===== src/rtl/bin2bcd_ctrl.sv =====
// rtl/bin2bcd_ctrl.sv - controller feeding a serial shift-add-3 BCD digit chain
module bin2bcd_ctrl #(
  parameter int NBITS = 16
) (
  input  logic             clock,
  input  logic             reset_n,
  input  logic             in_valid,
  output logic             in_ready,
  input  logic [NBITS-1:0] in_bin,
  output logic             chain_clr,
  output logic             bin_stream,
  input  logic [3:0]       dig_uni,
  input  logic [3:0]       dig_dec,
  input  logic [3:0]       dig_cen,
  input  logic [3:0]       dig_mil,
  output logic             out_valid,
  input  logic             out_ready,
  output logic [15:0]      bcd,
  output logic             err,
  output logic             busy
);

  localparam int CW = $clog2(NBITS);
  localparam logic [CW-1:0] LAST_CNT = CW'(NBITS - 1);
  localparam logic [NBITS-1:0] MAX_DEC = NBITS'(9999);

  typedef enum logic [2:0] {
    S_IDLE    = 3'd0,
    S_CLEAR   = 3'd1,
    S_SHIFT   = 3'd2,
    S_CAPTURE = 3'd3,
    S_HOLD    = 3'd4
  } state_t;

  state_t           r_state;
  state_t           w_next;
  logic [NBITS-1:0] r_shift;
  logic [CW-1:0]    r_cnt;
  logic             r_err_q;
  logic             r_chain_clr;
  logic             r_bin_stream;
  logic [15:0]      r_bcd;
  logic             r_err;

  // Next-state decode; in_valid and out_ready only matter in IDLE and HOLD
  always_comb begin
    w_next = r_state;
    case (r_state)
      S_IDLE:    if (in_valid) w_next = S_CLEAR;
      S_CLEAR:   w_next = S_SHIFT;
      S_SHIFT:   if (r_cnt == LAST_CNT) w_next = S_CAPTURE;
      S_CAPTURE: w_next = S_HOLD;
      S_HOLD:    if (out_ready) w_next = S_IDLE;
      default:   w_next = S_IDLE;
    endcase
  end

  // State register
  always_ff @(posedge clock or negedge reset_n) begin
    if (!reset_n) r_state <= S_IDLE;
    else          r_state <= w_next;
  end

  // Word register, overflow flag and bit counter; MSB is presented one cycle ahead of use
  always_ff @(posedge clock or negedge reset_n) begin
    if (!reset_n) begin
      r_shift <= '0;
      r_cnt   <= '0;
      r_err_q <= 1'b0;
    end else begin
      case (r_state)
        S_IDLE: begin
          if (in_valid) begin
            r_shift <= in_bin;
            r_err_q <= (in_bin > MAX_DEC);
          end
        end
        S_CLEAR: begin
          r_cnt   <= '0;
          r_shift <= r_shift << 1;
        end
        S_SHIFT: begin
          r_cnt   <= r_cnt + 1'b1;
          r_shift <= r_shift << 1;
        end
        default: ;
      endcase
    end
  end

  // Registered chain controls, driven from the state being entered
  always_ff @(posedge clock or negedge reset_n) begin
    if (!reset_n) begin
      r_chain_clr  <= 1'b1;
      r_bin_stream <= 1'b0;
    end else begin
      r_chain_clr  <= (w_next == S_CLEAR);
      r_bin_stream <= (w_next == S_SHIFT) ? r_shift[NBITS-1] : 1'b0;
    end
  end

  // Result capture; saturates to 9999 on overflow and holds until the next capture
  always_ff @(posedge clock or negedge reset_n) begin
    if (!reset_n) begin
      r_bcd <= 16'h0000;
      r_err <= 1'b0;
    end else if (r_state == S_CAPTURE) begin
      r_bcd <= r_err_q ? 16'h9999 : {dig_mil, dig_cen, dig_dec, dig_uni};
      r_err <= r_err_q;
    end
  end

  assign in_ready   = (r_state == S_IDLE);
  assign busy       = (r_state != S_IDLE);
  assign out_valid  = (r_state == S_HOLD);
  assign chain_clr  = r_chain_clr;
  assign bin_stream = r_bin_stream;
  assign bcd        = r_bcd;
  assign err        = r_err;

endmodule

===== config.mk =====
export PLATFORM = sky130hd
export DESIGN_NAME = bin2bcd_ctrl
export DESIGN_NICKNAME = d
export VERILOG_FILES = /design/src/rtl/bin2bcd_ctrl.sv
export SDC_FILE = /design/constraint.sdc
export NUM_CORES = 1
export LEC_CHECK = 0
export CAP_MARGIN = 15
export CORE_UTILIZATION = 47
export CTS_CLUSTER_SIZE = 28
export DETAILED_ROUTE_END_ITERATION = 8
export GPL_TIMING_DRIVEN = 0
export PLACE_DENSITY = 0.79
export SKIP_CTS_REPAIR_TIMING = 1
export SYNTH_ARGS = -nofsm -noshare
export SYNTH_HDL_FRONTEND = slang
export SYNTH_SLANG_ARGS = --single-unit

===== constraint.sdc =====
create_clock -name clock -period 2.03 [get_ports clock]
set_clock_uncertainty 0.1 [all_clocks]
set_input_delay 0.5075 -clock clock [delete_from_list [all_inputs] [get_ports clock]]
set_output_delay 0.5075 -clock clock [all_outputs]
set_load 0.01 [all_outputs]

==> impl_metrics.toml, run 1 <==
[run_status]
status = "finished, violations left"
violations = "setup timing"

[finish]
n_fill_cell = 338
final_cell_mix = "clkdlybuf4s50_1 (53), dfrtp_1 (40), o21ai_0 (34)"
final_common_cell = "clkdlybuf4s50_1"
diodes = 0
area_growth_syn_to_layout_pct = 38.4
nets = 329
layout-drive-gt1-share = 0.123

[setup_path]
crit_start = "r_state[0]"
endpoint_kind = "output port"
cp_max_fo = 8
start_kind = "flip-flop"
r2r-end = "r_shift[7]"
worst-endpoint-required_ns = 1.42
rr_worst_depth = 7
arrival_ns = 1.47
path_class = "flip-flop to output port"
reg2reg_slack_ns = 0.18
r2r-start = "r_state[1]"

[global_routing]
overflow = 0
grt_pass1_wl_um = 8070
antenna_found_initial = 0
grt_pass1_vias = 1787
grt_max_degree = 35
gr-usage-all-layers = 0.238

[pwr]
report.power.total_mw = 4.49
p_leak_nw = 1.20
powerDensity_nw_per_um2 = 1560
ir_drop_v = 0.000804

[job]
drv_cap = 0

[yosys]
yosys.area.top_type = "dfrtp_1"
synth.area.top_cells = "dfrtp_1 (51%), o21ai_0 (8.2%), nand3b_1 (5.8%), a21oi_1 (4.8%), a31oi_1 (4.5%)"
ys_seq_elements = 43
synth_top_area_share = 0.506
synthCells = 222
avgSynthCellArea_um2 = 9.35
ys_warn_count = 0
syn-num-nets = 259
syn-cell-area_um2 = 2080
seq_area_frac_synth = 0.519
ys_types = 34

[floorplan]
die_h_um = 68.5
dieWidth_um = 68.5
num_rows = 23
initial_core_util = 0.504
coreArea_um2 = 4120
io_pins = 58
dieArea_um2 = 4690

[sta]
finalSetupViolCount = 2
max_clock_freq_mhz = 481
setup_ws_ns = -0.0484
finalHoldViolations = 0
worstMarginPinSlew_ns = 0.589
slew_viol_final = 0
rsz0062_at_grt = "yes"
slew_headroom = 0.606
min_period_over_period = 1.02
min_period_ns = 2.08

[placed_design]
globalplace.congestion = 0.795
dpl_worst_slack_ns = -0.282
io_buffers = 57
place_hpwl_um = 3380

[clock_tree]
h-tree-depth = 2
clkSinkCount = 43
cts_tree = "yes"
clk_pin_slew_ns = 0.08
cts-root-buf = "clkbuf_8"
cts_buffers = 5
insertion_delay_ns = 0.30
clockBufferDepth = 2

[route]
ant_nets = 0
num_vias = 1901
routedWlPerCell_um = 14.5
drtPass1Iterations = 4
drtIter0Drc = 156
wl_um = 4980
viasPerCell = 5.54
drc_errors = 0

[worst_hold_path]
hold_depth = 2
hp-class = "flip-flop to flip-flop"
min_to = "bcd[6]"
hp-start = "bcd[6]"
## worst max-delay path, cell delays in order (launching register included)
cell and delay (ns):
dfrtp_1 0.38, buf_6 0.14, buf_6 0.13, or3_4 0.37, inv_2 0.06, buf_6 0.09
## power by group
group,internal [mW],switching [mW]
registers,1.30,0.240
clock network,0.236,0.302
logic,1.18,1.23
## cells in the mapped netlist
cell type   n
mux2i_1     2
o22a_1      1
nor3b_1     2
nor4b_2     1
a31oi_1    15
clkbuf_1   15
ha_1        1
and2_1      1
o22ai_1     3
buf_6       3
dfrtp_1    42
or3_1       2
nor3_1      1
xor2_1      1
nor4_1      2
a21oi_1    20
nor4b_1     1
o21ai_1     1
nand4_1     3
mux2_2      1
nand3b_1   16
buf_2       2
inv_1       6
dfstp_2     1
a21oi_2     1
nor2_1     13
nand3_1     1
nand2_1    17
nand2b_1    8
and3b_1     1
nor2b_1     2
or2_2       1
o21ai_0    34
xnor2_1     1
## flip-flops by register name, summed over array words and instances (netlist names)
signal	flops
chain_clr	1
bcd	16
r_shift	16
r_cnt	4
r_err_q	1
r_state	3
bin_stream	1
err	1
## final cells by class
| type | instances | area (µm²) | area share |
|---|---|---|---|
| Inverter | 6 | 22.5 | 0.00784 |
| Multi-Input combinational cell | 153 | 881 | 0.307 |
| Timing Repair Buffer | 64 | 632 | 0.220 |
| Clock inverter | 3 | 15.0 | 0.00523 |
| Tap cell | 50 | 62.6 | 0.0218 |
| Clock buffer | 5 | 68.8 | 0.0240 |
| Buffer | 19 | 111 | 0.0388 |
| Sequential cell | 43 | 1080 | 0.376 |
## worst max-delay path by stage
stage                  to  slack, ns  cells after the start
2_1_floorplan    in_ready       0.21                      4
3_3_place_gp   r_shift[8]      -0.78                      1
3_5_place_dp     in_ready      -0.28                      5
4_1_cts          in_ready      -0.62                      5
5_1_grt          in_ready       -0.1                      5
6_report         in_ready      -0.05                      5
## per-stage QoR
stage / util / std cells / cell area [µm²] / setup TNS, ns / hold WS [ns]
after floorplan: - / 222 / 2080 / 0 / 0.112
after global placement: 0.658 / 329 / 2710 / -34.79 / 0.360
after detailed placement: 0.662 / 330 / 2720 / -1.84 / 0.290
after CTS: 0.682 / 338 / 2810 / -1.60 / -0.0353
after global routing: 0.698 / 343 / 2870 / -0.198 / 0.415
final: 0.698 / 343 / 2870 / -0.0967 / 0.382
## cells by family after synthesis
| kind of cell | count (synthesis) | share of synthesized area |
|---|---|---|
| AO/OA/AOI/OAI | 75 | 0.195 |
| XOR/XNOR | 2 | 0.00844 |
| AND/OR/NAND/NOR | 72 | 0.197 |
| flip-flops | 43 | 0.519 |
| multiplexers | 3 | 0.0151 |
| buffers and inverters | 26 | 0.0591 |
| adder cells (fa/ha/maj) | 1 | 0.00603 |
## layer usage
metal | global-route usage | part of all wire
met1 | 0.313 | 0.42
met2 | 0.360 | 0.48
met3 | 0.0667 | 0.081
met4 | 0.107 | 0.012
met5 | 0 | 0
Power figures use the tool's default switching activity.
==> run 2: changes to the inputs <==
==> constraint.sdc (replaced) <==
create_clock -name clock -period 2.08 [get_ports clock]
set_clock_uncertainty 0.1 [all_clocks]
set_input_delay 0.52 -clock clock [delete_from_list [all_inputs] [get_ports clock]]
set_output_delay 0.52 -clock clock [all_outputs]
set_load 0.01 [all_outputs]
==> run 2 against run 1 <==
Compared with the run above: the run still ends with setup timing left; wire length is essentially flat; clock-buffer cell count is the same; die area is the same; highest routed layer unchanged; utilization shrank 0.061 points; largest power group unchanged; flip-flop and latch count is the same; sequential power shrank 3%; critical endpoint unchanged; clock power shrank 2%; via count shrank 0.74%; critical path depth is the same.
==> impl_metrics.toml, run 2 (synthesis gave the netlist of run 1 again) <==
[global_routing]
antenna_found_initial = 0
overflow = 0
gr-usage-all-layers = 0.238
grt_pass1_vias = 1787
grt_pass1_wl_um = 8070
grt_max_degree = 35

[floorplan]
num_rows = 23
coreArea_um2 = 4120
die_h_um = 68.5
dieArea_um2 = 4690
initial_core_util = 0.504
dieWidth_um = 68.5
io_pins = 58

[sta]
finalSetupViolCount = 2
rsz0062_at_grt = "yes"
slew_headroom = 0.606
max_clock_freq_mhz = 478
slew_viol_final = 0
min_period_ns = 2.09
setup_ws_ns = -0.0115
finalHoldViolations = 0
finalSetupTns_ns = -0.0228
worstMarginPinSlew_ns = 0.590
min_period_over_period = 1.01

[placed_design]
io_buffers = 57
place_inst = 330
globalplace.congestion = 0.795
place_area_um2 = 2720
place_hpwl_um = 3380

[finish]
instances_no_fill = 343
final_common_cell = "clkdlybuf4s50_1"
area_growth_syn_to_layout_pct = 38.3
nets = 329
fin_util = 0.697
final_cell_area_um2 = 2870
final_cell_mix = "clkdlybuf4s50_1 (53), dfrtp_1 (40), o21ai_0 (34)"
diodes = 0
layout-drive-gt1-share = 0.116

[route]
routedWlPerCell_um = 14.5
drtPass1Iterations = 4
drtIter0Drc = 166
ant_nets = 0
drc_errors = 0
num_vias = 1887
viasPerCell = 5.50
wl_um = 4990

[pwr]
ir_drop_v = 0.000784
p_leak_nw = 1.19
powerDensity_nw_per_um2 = 1520

[setup_path]
path_class = "flip-flop to output port"
arrival_ns = 1.47
worst-endpoint-required_ns = 1.46
endpoint_kind = "output port"
cp_max_fo = 8
start_kind = "flip-flop"

[job]
drv_cap = 0

[clock_tree]
cts-root-buf = "clkbuf_8"
insertion_delay_ns = 0.30
cts_buffers = 5
clk_pin_slew_ns = 0.08
h-tree-depth = 2
cts_tree = "yes"
clockBufferDepth = 2
clkSinkCount = 43

[worst_hold_path]
hp-class = "flip-flop to flip-flop"

[run_status]
violations = "setup timing"
status = "finished, violations left"
run 2: path summary, 6_finish.rpt:
kind | startpoint | endpoint | slack, ns | depth (start not counted)
setup / recovery | r_state[0] | in_ready | -0.01 | 5
hold / removal | bcd[6] | bcd[6] | 0.38 | 2
setup reg to reg | r_state[1] | r_shift[12] | 0.19 | 5
hold reg to reg | bcd[6] | bcd[6] | 0.38 | 2
max in group asynchronous | reset_n | chain_clr | 0.86 | 3
min in group asynchronous | reset_n | bcd[5] | 0.50 | 2
run 2: worst max-delay path, stage by stage (launching register included):
cell	delay (ns)
dfrtp_1	0.38
buf_6	0.14
buf_6	0.13
or3_4	0.37
inv_2	0.06
buf_6	0.09
run 2: area by class of cell:
cell class | count | area, µm²
Clock inverter | 3 | 15.0
Clock buffer | 5 | 68.8
Inverter | 6 | 22.5
Fill cell | 337 | 1240
Tap cell | 50 | 62.6
Multi-Input combinational cell | 153 | 881
Sequential cell | 43 | 1080
Timing Repair Buffer | 64 | 632
Buffer | 19 | 109
run 2: metrics by stage:
| step | hold slack, ns | power, mW | worst slack (ns) |
|---|---|---|---|
| finish | 0.382 | 4.37 | -0.0115 |
| global route | 0.415 | 4.77 | -0.0618 |
| CTS | -0.0228 | 4.30 | -0.586 |
| detailed placement | 0.303 | 3.77 | -0.244 |
| global placement | 0.360 | 3.70 | -0.746 |
| floorplan | 0.124 | 2.90 | 0.243 |
run 2: layer usage:
layer / global-route usage / vias up / share of wire / routed length, µm
li1: - / 926 / - / -
met1: 0.313 / 890 / 0.43 / 2150
met2: 0.360 / 66 / 0.48 / 2390
met3: 0.0667 / 5 / 0.076 / 378
met4: 0.107 / 0 / 0.012 / 62
met5: 0 / - / 0 / 0
run 2: where the power goes:
group,internal [mW],total (mW),switching (mW)
registers,1.27,1.50,0.234
clock network,0.230,0.525,0.295
logic,1.14,2.35,1.20
